<file path="config.mk">
export PLATFORM = sky130hd
export DESIGN_NAME = trap_ctrl
export DESIGN_NICKNAME = d
export VERILOG_FILES = /design/src/rtl/trap_ctrl_pkg.sv /design/src/rtl/trap_ctrl_csr_file.sv /design/src/rtl/trap_ctrl.sv
export SDC_FILE = /design/constraint.sdc
export NUM_CORES = 1
export LEC_CHECK = 0
export CORE_AREA = 2 2 245 247
export DETAILED_ROUTE_END_ITERATION = 6
export DIE_AREA = 0 0 247 249
export MAX_ROUTING_LAYER = met4
export SLEW_MARGIN = 40
export SYNTH_ARGS = -nofsm -noshare
export SYNTH_HDL_FRONTEND = slang
export SYNTH_SLANG_ARGS = --single-unit
</file>
<file path="constraint.sdc">
create_clock -name clk -period 2.7 [get_ports clk]
set_input_delay 0.54 -clock clk [delete_from_list [all_inputs] [get_ports clk]]
set_output_delay 0.54 -clock clk [all_outputs]
set_load 0.05 [all_outputs]
</file>
<file path="src/rtl/trap_ctrl_pkg.sv">
// +----------------------------------------------------------------------+
// | trap_ctrl_pkg : trap cause codes, CSR addresses, op/state encodings    |
// | rev 1.0                                                               |
// +----------------------------------------------------------------------+
`default_nettype none

package trap_ctrl_pkg;

  localparam logic [4:0] TRAP_INS_MISALIGN = 5'd0;
  localparam logic [4:0] TRAP_INS_FAULT    = 5'd1;
  localparam logic [4:0] TRAP_INS_ILLEGAL  = 5'd2;
  localparam logic [4:0] TRAP_BREAK        = 5'd3;
  localparam logic [4:0] TRAP_LD_MISALIGN  = 5'd4;
  localparam logic [4:0] TRAP_LD_FAULT     = 5'd5;
  localparam logic [4:0] TRAP_ST_MISALIGN  = 5'd6;
  localparam logic [4:0] TRAP_ST_FAULT     = 5'd7;
  localparam logic [4:0] TRAP_M_ECALL      = 5'd11;
  localparam logic [4:0] TRAP_NONE         = 5'b11111;

  localparam logic [11:0] CSR_MSTATUS  = 12'h300;
  localparam logic [11:0] CSR_MTVEC    = 12'h305;
  localparam logic [11:0] CSR_MSCRATCH = 12'h340;
  localparam logic [11:0] CSR_MEPC     = 12'h341;
  localparam logic [11:0] CSR_MCAUSE   = 12'h342;
  localparam logic [11:0] CSR_MTVAL    = 12'h343;
  localparam logic [11:0] CSR_MCYCLE   = 12'hB00;
  localparam logic [11:0] CSR_MCYCLEH  = 12'hB80;

  localparam logic [1:0] CSR_OP_NONE  = 2'b00;
  localparam logic [1:0] CSR_OP_WRITE = 2'b01;
  localparam logic [1:0] CSR_OP_SET   = 2'b10;
  localparam logic [1:0] CSR_OP_CLEAR = 2'b11;

  typedef enum logic [0:0] {
    ST_IDLE     = 1'b0,
    ST_REDIRECT = 1'b1
  } state_t;

endpackage

`default_nettype wire

</file>
<file path="src/rtl/trap_ctrl_csr_file.sv">
// +----------------------------------------------------------------------+
// | csr_file : M-mode trap CSR storage, address decode, mcycle counter     |
// | rev 1.0                                                               |
// +----------------------------------------------------------------------+
`default_nettype none

module csr_file
  import trap_ctrl_pkg::*;
#(
  parameter logic [31:0] RESET_MTVEC = 32'h0000_0000
) (
  input  logic        clk,
  input  logic        rst,
  input  logic        trap_take,
  input  logic [4:0]  trap_cause,
  input  logic [31:0] trap_pc,
  input  logic [31:0] trap_val,
  input  logic        mret_take,
  input  logic        csr_we,
  input  logic [1:0]  csr_op,
  input  logic [11:0] csr_addr,
  input  logic [31:0] csr_wdata,
  output logic [31:0] csr_rdata,
  output logic        csr_illegal,
  output logic [31:0] mtvec,
  output logic [31:0] mepc
);

  logic        r_mie;
  logic        r_mpie;
  logic [31:0] r_mtvec;
  logic [31:0] r_mscratch;
  logic [31:0] r_mepc;
  logic [31:0] r_mcause;
  logic [31:0] r_mtval;
  logic [63:0] r_mcycle;
  logic        w_impl;
  logic [31:0] w_wval;

  always_comb begin
    csr_rdata = 32'h0;
    w_impl    = 1'b1;
    case (csr_addr)
      CSR_MSTATUS:  csr_rdata = {19'h0, 2'b11, 3'h0, r_mpie, 3'h0, r_mie, 3'h0};
      CSR_MTVEC:    csr_rdata = r_mtvec;
      CSR_MSCRATCH: csr_rdata = r_mscratch;
      CSR_MEPC:     csr_rdata = r_mepc;
      CSR_MCAUSE:   csr_rdata = r_mcause;
      CSR_MTVAL:    csr_rdata = r_mtval;
      CSR_MCYCLE:   csr_rdata = r_mcycle[31:0];
      CSR_MCYCLEH:  csr_rdata = r_mcycle[63:32];
      default:      w_impl    = 1'b0;
    endcase
  end

  assign csr_illegal = (csr_op != CSR_OP_NONE) && !w_impl;

  // Read-modify-write operand is the pre-edge read value, so masked bits stay masked.
  always_comb begin
    case (csr_op)
      CSR_OP_SET:   w_wval = csr_rdata | csr_wdata;
      CSR_OP_CLEAR: w_wval = csr_rdata & ~csr_wdata;
      default:      w_wval = csr_wdata;
    endcase
  end

  always_ff @(posedge clk) begin
    if (rst) begin
      r_mie      <= 1'b0;
      r_mpie     <= 1'b0;
      r_mtvec    <= RESET_MTVEC & ~32'h3;
      r_mscratch <= 32'h0;
      r_mepc     <= 32'h0;
      r_mcause   <= 32'h0;
      r_mtval    <= 32'h0;
      r_mcycle   <= 64'h0;
    end else begin
      if (trap_take) begin
        r_mepc   <= trap_pc & ~32'h3;
        r_mcause <= {27'h0, trap_cause};
        r_mtval  <= (trap_cause == TRAP_M_ECALL || trap_cause == TRAP_BREAK) ? 32'h0 : trap_val;
        r_mpie   <= r_mie;
        r_mie    <= 1'b0;
      end else if (mret_take) begin
        r_mie  <= r_mpie;
        r_mpie <= 1'b1;
      end else if (csr_we) begin
        case (csr_addr)
          CSR_MSTATUS: begin
            r_mie  <= w_wval[3];
            r_mpie <= w_wval[7];
          end
          CSR_MTVEC:    r_mtvec    <= w_wval & ~32'h3;
          CSR_MSCRATCH: r_mscratch <= w_wval;
          CSR_MEPC:     r_mepc     <= w_wval & ~32'h3;
          CSR_MCAUSE:   r_mcause   <= w_wval;
          CSR_MTVAL:    r_mtval    <= w_wval;
          default: ;
        endcase
      end

      // A write to either counter half replaces the increment for that cycle.
      if (csr_we && csr_addr == CSR_MCYCLE)
        r_mcycle[31:0] <= w_wval;
      else if (csr_we && csr_addr == CSR_MCYCLEH)
        r_mcycle[63:32] <= w_wval;
      else
        r_mcycle <= r_mcycle + 64'd1;
    end
  end

  assign mtvec = r_mtvec;
  assign mepc  = r_mepc;

endmodule

`default_nettype wire

</file>
<file path="src/rtl/trap_ctrl.sv">
// +----------------------------------------------------------------------+
// | trap_ctrl : M-mode trap/mret responder with one-cycle fetch redirect   |
// | rev 1.0                                                               |
// +----------------------------------------------------------------------+
`default_nettype none

module trap_ctrl
  import trap_ctrl_pkg::*;
#(
  parameter logic [31:0] RESET_MTVEC = 32'h0000_0000
) (
  input  logic        clk,
  input  logic        rst,
  input  logic [4:0]  trap_src,
  input  logic [31:0] trap_pc,
  input  logic [31:0] trap_val,
  input  logic        mret,
  input  logic [1:0]  csr_op,
  input  logic [11:0] csr_addr,
  input  logic [31:0] csr_wdata,
  output logic [31:0] csr_rdata,
  output logic        csr_illegal,
  output logic        redirect,
  output logic [31:0] redirect_pc,
  output logic        stall
);

  state_t      r_state;
  state_t      w_next;
  logic [31:0] r_redirect_pc;
  logic        w_idle;
  logic        w_trap_take;
  logic        w_mret_take;
  logic        w_csr_we;
  logic [31:0] w_mtvec;
  logic [31:0] w_mepc;

  // Inputs are ignored while redirecting; the pipeline is being flushed.
  assign w_idle      = (r_state == ST_IDLE);
  assign w_trap_take = w_idle && (trap_src != TRAP_NONE);
  assign w_mret_take = w_idle && mret && !w_trap_take;
  assign w_csr_we    = w_idle && (csr_op != CSR_OP_NONE) && !w_trap_take && !mret;

  csr_file #(
    .RESET_MTVEC (RESET_MTVEC)
  ) u_csr_file (
    .clk         (clk),
    .rst         (rst),
    .trap_take   (w_trap_take),
    .trap_cause  (trap_src),
    .trap_pc     (trap_pc),
    .trap_val    (trap_val),
    .mret_take   (w_mret_take),
    .csr_we      (w_csr_we),
    .csr_op      (csr_op),
    .csr_addr    (csr_addr),
    .csr_wdata   (csr_wdata),
    .csr_rdata   (csr_rdata),
    .csr_illegal (csr_illegal),
    .mtvec       (w_mtvec),
    .mepc        (w_mepc)
  );

  always_ff @(posedge clk) begin
    if (rst) begin
      r_state       <= ST_IDLE;
      r_redirect_pc <= 32'h0;
    end else begin
      r_state <= w_next;
      if (w_trap_take)
        r_redirect_pc <= w_mtvec;
      else if (w_mret_take)
        r_redirect_pc <= w_mepc;
    end
  end

  always_comb begin
    w_next   = r_state;
    redirect = 1'b0;
    stall    = 1'b0;
    case (r_state)
      ST_IDLE: begin
        if (w_trap_take || w_mret_take)
          w_next = ST_REDIRECT;
      end
      ST_REDIRECT: begin
        redirect = 1'b1;
        stall    = 1'b1;
        w_next   = ST_IDLE;
      end
      default: w_next = ST_IDLE;
    endcase
  end

  assign redirect_pc = r_redirect_pc;

endmodule

`default_nettype wire

</file>
* After elaboration in Yosys (flattened, before gate mapping) *
Cells that the tools add are included.

cells by class
  $add $sub $neg = 1
  equality and inequality tests = 15
  multiplexer cells = 31
  bitwise operators = 6
  reduce and logical (&&, ||, !) cells = 34

operator list
  kind                     number
  $mux W32                 14
  $pmux W32 S8             1
  $eq A12 B10 Y1 const B   6
  $add A64 B1 Y64 const B  1
  $pmux W32 S2             1
  $and A32 B32 Y32         1
  $not A32 Y32             1
  $or A32 B32 Y32          1
  $eq A12 B12 Y1 const B   2
  $mux W5                  4
  $reduce_bool A2 Y1       8
  $reduce_and A3 Y1        4
  $mux W1                  10
  $logic_and A1 B1 Y1      9
  $reduce_and A4 Y1        2
  $reduce_or A8 Y1         1
  $reduce_bool A3 Y1       2
  $eq A5 B2 Y1 const B     1
  $eq A5 B4 Y1 const B     1
  $ne A5 B5 Y1 const B     1
  $eq A2 B2 Y1 const B     2
  $reduce_and A2 Y1        2
  $logic_not A1 Y1         3
  $not A1 Y1               3
  5 further kinds          6

storage, ports and cells
  register bits = 255
  input port bits = 118
  output and inout bits = 67
  logic and storage cells = 99

* Depth between registers and ports, before layout *
  word-level depth = 8
  depth in mapped cells = 11
  gate-level depth less buffers = 8

* Modules after synthesis *
From an unflattened synthesis, not the netlist that was laid out.

second synthesis, totals
  cells, all modules = 1767
  area total of the unflattened synthesis = 14358.8 um^2

by module, submodules not included
  module     times used  cells an instance  area each (um^2)  sequential area each (um^2)
  csr_file   1           1605               12610.8           4444.3
  trap_ctrl  1           162                1747.9            660.6

* Least setup slack after synthesis *
OpenSTA, ideal clock, no wires.

  path type = input port to flip-flop
  from = input csr_addr[7]
  to = register u_csr_file.r_mepc[23], in the netlist u_csr_file.mepc[23]
  library setup time = 70 ps
  arrival = 3670 ps
  required time = 2630 ps
  slack = -1040 ps
  stages on the path = 9
  path buffers = 3
  cells stage by stage = clkbuf_1 > nor4_1 > clkbuf_1 > clkbuf_1 > nand2_1 > o21ai_0 > a22oi_1 > a211o_1 > a21oi_1

on the way
  cells in the longest elaborated chain, start to end = 8
  elaborated cells on any way between the ends = 18
  classes of those cells = 8 x eq/ne; 6 x mux; 2 x bitwise; 2 x reduce/logical

ends and longest elaborated chain
  element                                              line                                                source
  from (decl)                                          trap_ctrl.sv:19                                     input logic [11:0] csr_addr,
  $eq A12 B12 Y1 or $eq A12 B10 Y1 (tied branches)     trap_ctrl_csr_file.sv:43                            case (csr_addr)
  $pmux W32 S8 (*)                                     trap_ctrl_csr_file.sv:43
  net csr_rdata[23]                                    trap_ctrl.sv:21                                     output logic [31:0] csr_rdata,
  $and A32 B32 Y32 or $or A32 B32 Y32 (tied branches)  trap_ctrl_csr_file.sv:62, trap_ctrl_csr_file.sv:61
  $pmux W32 S2 (*)                                     trap_ctrl_csr_file.sv:60                            case (csr_op)
  $mux W32 (*)                                         trap_ctrl_csr_file.sv:88                            case (csr_addr)
  $mux W32 (*)                                         trap_ctrl_csr_file.sv:87                            end else if (csr_we) begin
  $mux W32 (*)                                         trap_ctrl_csr_file.sv:84                            end else if (mret_take) begin
  $mux W32 (*)                                         trap_ctrl_csr_file.sv:78                            if (trap_take) begin
  to (signal assigned)                                 trap_ctrl_csr_file.sv:79                            r_mepc <= trap_pc & ~32'h3;
  to (signal assigned)                                 trap_ctrl_csr_file.sv:95                            CSR_MEPC: r_mepc <= w_wval & ~32'h3;
  to (decl)                                            trap_ctrl_csr_file.sv:33                            logic [31:0] r_mepc;

The timed path passes the listed nets; every way through them passes the cells marked *. The select of a mux whose other input is x is not followed.
A chain may end at the register's enable or synchronous reset.

* Worst setup path after layout *
  from = input csr_addr[10]
  to = output csr_rdata[9]

on the way
  cells in the longest elaborated chain, start to end = 2
  elaborated cells on any way between the ends = 9
  classes of those cells = 8 x eq/ne; 1 x mux

ends and longest elaborated chain
  element                                           line
  $eq A12 B12 Y1 or $eq A12 B10 Y1 (tied branches)  trap_ctrl_csr_file.sv:43
  $pmux W32 S8 (*)                                  trap_ctrl_csr_file.sv:43
  to (decl)                                         trap_ctrl.sv:21

Every way passes the cells marked *; elsewhere a longest branch is shown, timed or not.

==> impl_metrics.tcl <==
set metrics [dict create \
    status "finished with violations" \
    failed_checks "negative setup slack" \
    cp_num_buf_inv 8 \
    die_w_um 247 \
    grt_pass1_vias 16579 \
    fin_nets 2465 \
    dpl_cell_area_mm2 0.0205 \
    p_leak_nw 8.33 \
    synth_flop_cell "dfxtp_1" \
    globalRoute.totalOverflow 0 \
    vias_per_cell 5.45 \
    start_util_pct 23.9 \
    portBuffers 180 \
    max_stage_delay_ns 0.27 \
    synth_edf_count 0 \
    synthTopCellsByArea "dfxtp_1, nor2_1, a211oi_1" \
    cts.htree.levels 1 \
    worst_slew_pin_slew_ns 0.922 \
    skew_ns 0.0221 \
    comb_power_share_pct 16.7 \
    crit_required_ns 2.16 \
    finalHoldViolations 0 \
    final_area_mm2 0.0224 \
    wl_per_cell_um 24.4 \
    ys_warn_count 0 \
    setup_viol 12 \
    grt_use_total_pct 24.9 \
    power.density_mw_per_mm2 452 \
    switchingPower_w 0.00281 \
    hp-class "register to register" \
    crit_path_frequent_cell "buf_6" \
    drt_iter0_drc 1715 \
    critical_path.max_fanout 8 \
    rsz0062_at_grt "yes" \
    core_area_mm2 0.0587 \
    dr_total_vias 17092 \
    grt_max_degree 85 \
    post-route-min-period_ns 2.81 \
    p_sw_share_pct 27.8 \
    cts_sinks 253 \
    yosys.area.top_type_share_pct 36.1 \
    antenna_found_initial 0 \
    clock_power_share_pct 44.5 \
    fin_setup_tns_ns -0.622 \
    postRouteAntennaNets 0 \
    cts_made_buffers 30 \
    cap_violations 0 \
    setup.worst_path.end_class "output port" \
    synth_area_per_cell_um2 7.63 \
    synth.distinct_cells 76 \
    final_common_cell "buf_4" \
    die_h_um 249 \
    area_growth_pct 60.1 \
    io_pins 185 \
    critPathLaunchType "input port" \
    seqPwrFrac_pct 38.8 \
    final_cell_mix "buf_4, nor2_1, dfxtp_1" \
    cp_top_family "buffers and inverters" \
    synth-async-reset-ratio_pct 0 \
    power.internal_w 0.00732 \
    final.setup.worst_slack_ns -0.107 \
    cts_tree "done" \
    cp_slowest_cell "o221ai_4" \
    clk-insertion-delay-late_ns 0.60 \
    gp_congestion 0.968 \
    drive_above_1_share_pct 29.9 \
    clk_pin_slew_ns 0.06 \
    cts_buffer_depth 3 \
    path_class "input port to output port" \
    cp_cell_sequence "buf_6 -> buf_6 -> nor4bb_4 -> buf_4 -> buf_6 -> nand4_1 -> buf_6 -> buf_12 -> o221ai_4 -> buf_6 -> buf_12" \
    root_buffer "clkbuf_16" \
    ir_drop_mv 0.482 \
    synthCells 1836 \
    synth_top_area_cell "dfxtp_1" \
    yosys_register_bits 253 \
    postCtsHoldBufs 0 \
    drt_first_pass_iters 6 \
    final_util_pct 38.2 \
    period_share_pct 104 \
    crit_arrival_ns 2.27 \
    relSlewSlack_pct 38.3 \
    hpwl_um 59400 \
    num_antenna_cells 0 \
    rrSetupSlack_ns 0.07 \
    grt_pass1_wl_um 111000 \
    drv_slew 0 \
    die_area_mm2 0.0615 \
    wl_um 76500 \
    remaining_drc_errors 0 \
    num_rows 89 \
    syn_area_mm2 0.0140 \
    max_freq_ghz 0.356 \
    ys_seq_area_share_pct 36.1 \
]
[final cells by class]
type	count	area, um^2
flip-flops and latches	253	5060
inverters	62	235
clock buffers	39	845
clock inverters	13	229
repair buffers	630	6030
multi-input cells	1369	9070
fillers	5928	36200
well taps	773	967
[what timing repair did]
| action | 4_1_cts | 5_1_grt |
|---|---|---|
| buffers inserted | 40 | 17 |
| gates cloned | 2 | 0 |
| pin swaps | 33 | 26 |
| setup endpoints to repair | 89 | 39 |
| endpoints found under the hold margin | 0 | 0 |
| resized for setup | 126 | 36 |
[metrics by stage]
stage,cells,power [W],setup slack [ns],hold WS (ns)
global route,3139,0.0104,-0.160,0.476
global placement,3036,0.00562,-0.848,0.448
detailed placement,3036,0.00563,-0.839,0.448
floorplan,1837,0.00471,-0.332,0.431
finish,3139,0.0101,-0.107,0.459
CTS,3128,0.0101,-0.116,0.456
[tightest hold or removal path, stage by stage (launching register included)]
cell	delay (ns)
dfxtp_1	0.31
nand2_1	0.05
a21oi_1	0.05
[power by group through the flow]
| stage | clock network [W] | registers [W] | logic [W] |
|---|---|---|---|
| 6_report | 0.00451 | 0.00393 | 0.00169 |
| 5_1_grt | 0.00468 | 0.00394 | 0.00178 |
| 2_1_floorplan | 0 | 0.00407 | 0.000635 |
| 3_5_place_dp | 0 | 0.00401 | 0.00163 |
| 3_3_place_gp | 0 | 0.00401 | 0.00161 |
| 4_1_cts | 0.00455 | 0.00393 | 0.00167 |
[state kept, by name (all words and copies together), names as in the netlist]
name and cells:
u_csr_file.r_mtval 32, u_csr_file.mepc 30, u_csr_file.r_mscratch 32, u_csr_file.r_mcycle 64, u_csr_file.r_mpie 1, r_state 1
redirect_pc 30, u_csr_file.mtvec 30, u_csr_file.r_mie 1, u_csr_file.r_mcause 32
[synthesized netlist by cell type, drive strengths merged (18+ instances only)]
cell type  instances
nand2            139
nor3              53
a211oi            84
inv               62
nor2             326
a22oi             30
o22ai             49
a31oi             58
o221ai            20
clkbuf           134
nand4             41
mux2i             48
buf               19
a21oi            125
dfxtp            253
o21ai             64
nand3             54
and3              18
[cells by family (layout without fill, tap and decap cells)]
| kind of cell | count (synthesis) | count (layout) | share of synthesized area, % |
|---|---|---|---|
| fa+ha+maj | 1 | 1 | 0.0893 |
| flops | 253 | 253 | 36.1 |
| xor+xnor | 13 | 13 | 0.813 |
| simple gates | 724 | 724 | 23.6 |
| compound gates | 555 | 555 | 26.6 |
| other cells | 1 | 2 | 0.0268 |
| buf+inv | 215 | 744 | 5.91 |
| mux | 74 | 74 | 6.80 |
[final timing paths]
kind                           startpoint                       to  cells past startpoint
setup / recovery             csr_addr[10]             csr_rdata[9]                     11
hold / removal      u_csr_file.r_mtval[6]    u_csr_file.r_mtval[6]                      2
setup reg to reg  u_csr_file.r_mcycle[13]  u_csr_file.r_mcycle[63]                      8
hold reg to reg     u_csr_file.r_mtval[6]    u_csr_file.r_mtval[6]                      2
[routing by layer]
layer	wire, um	vias to the layer above	global-route usage [%]
met2	35600	770	39.6
met3	4780	137	2.18
met1	33100	8392	33.0
met5	0	-	-
li1	-	7793	-
met4	3050	0	8.09
No activity file was read; power rests on OpenSTA's default activity.
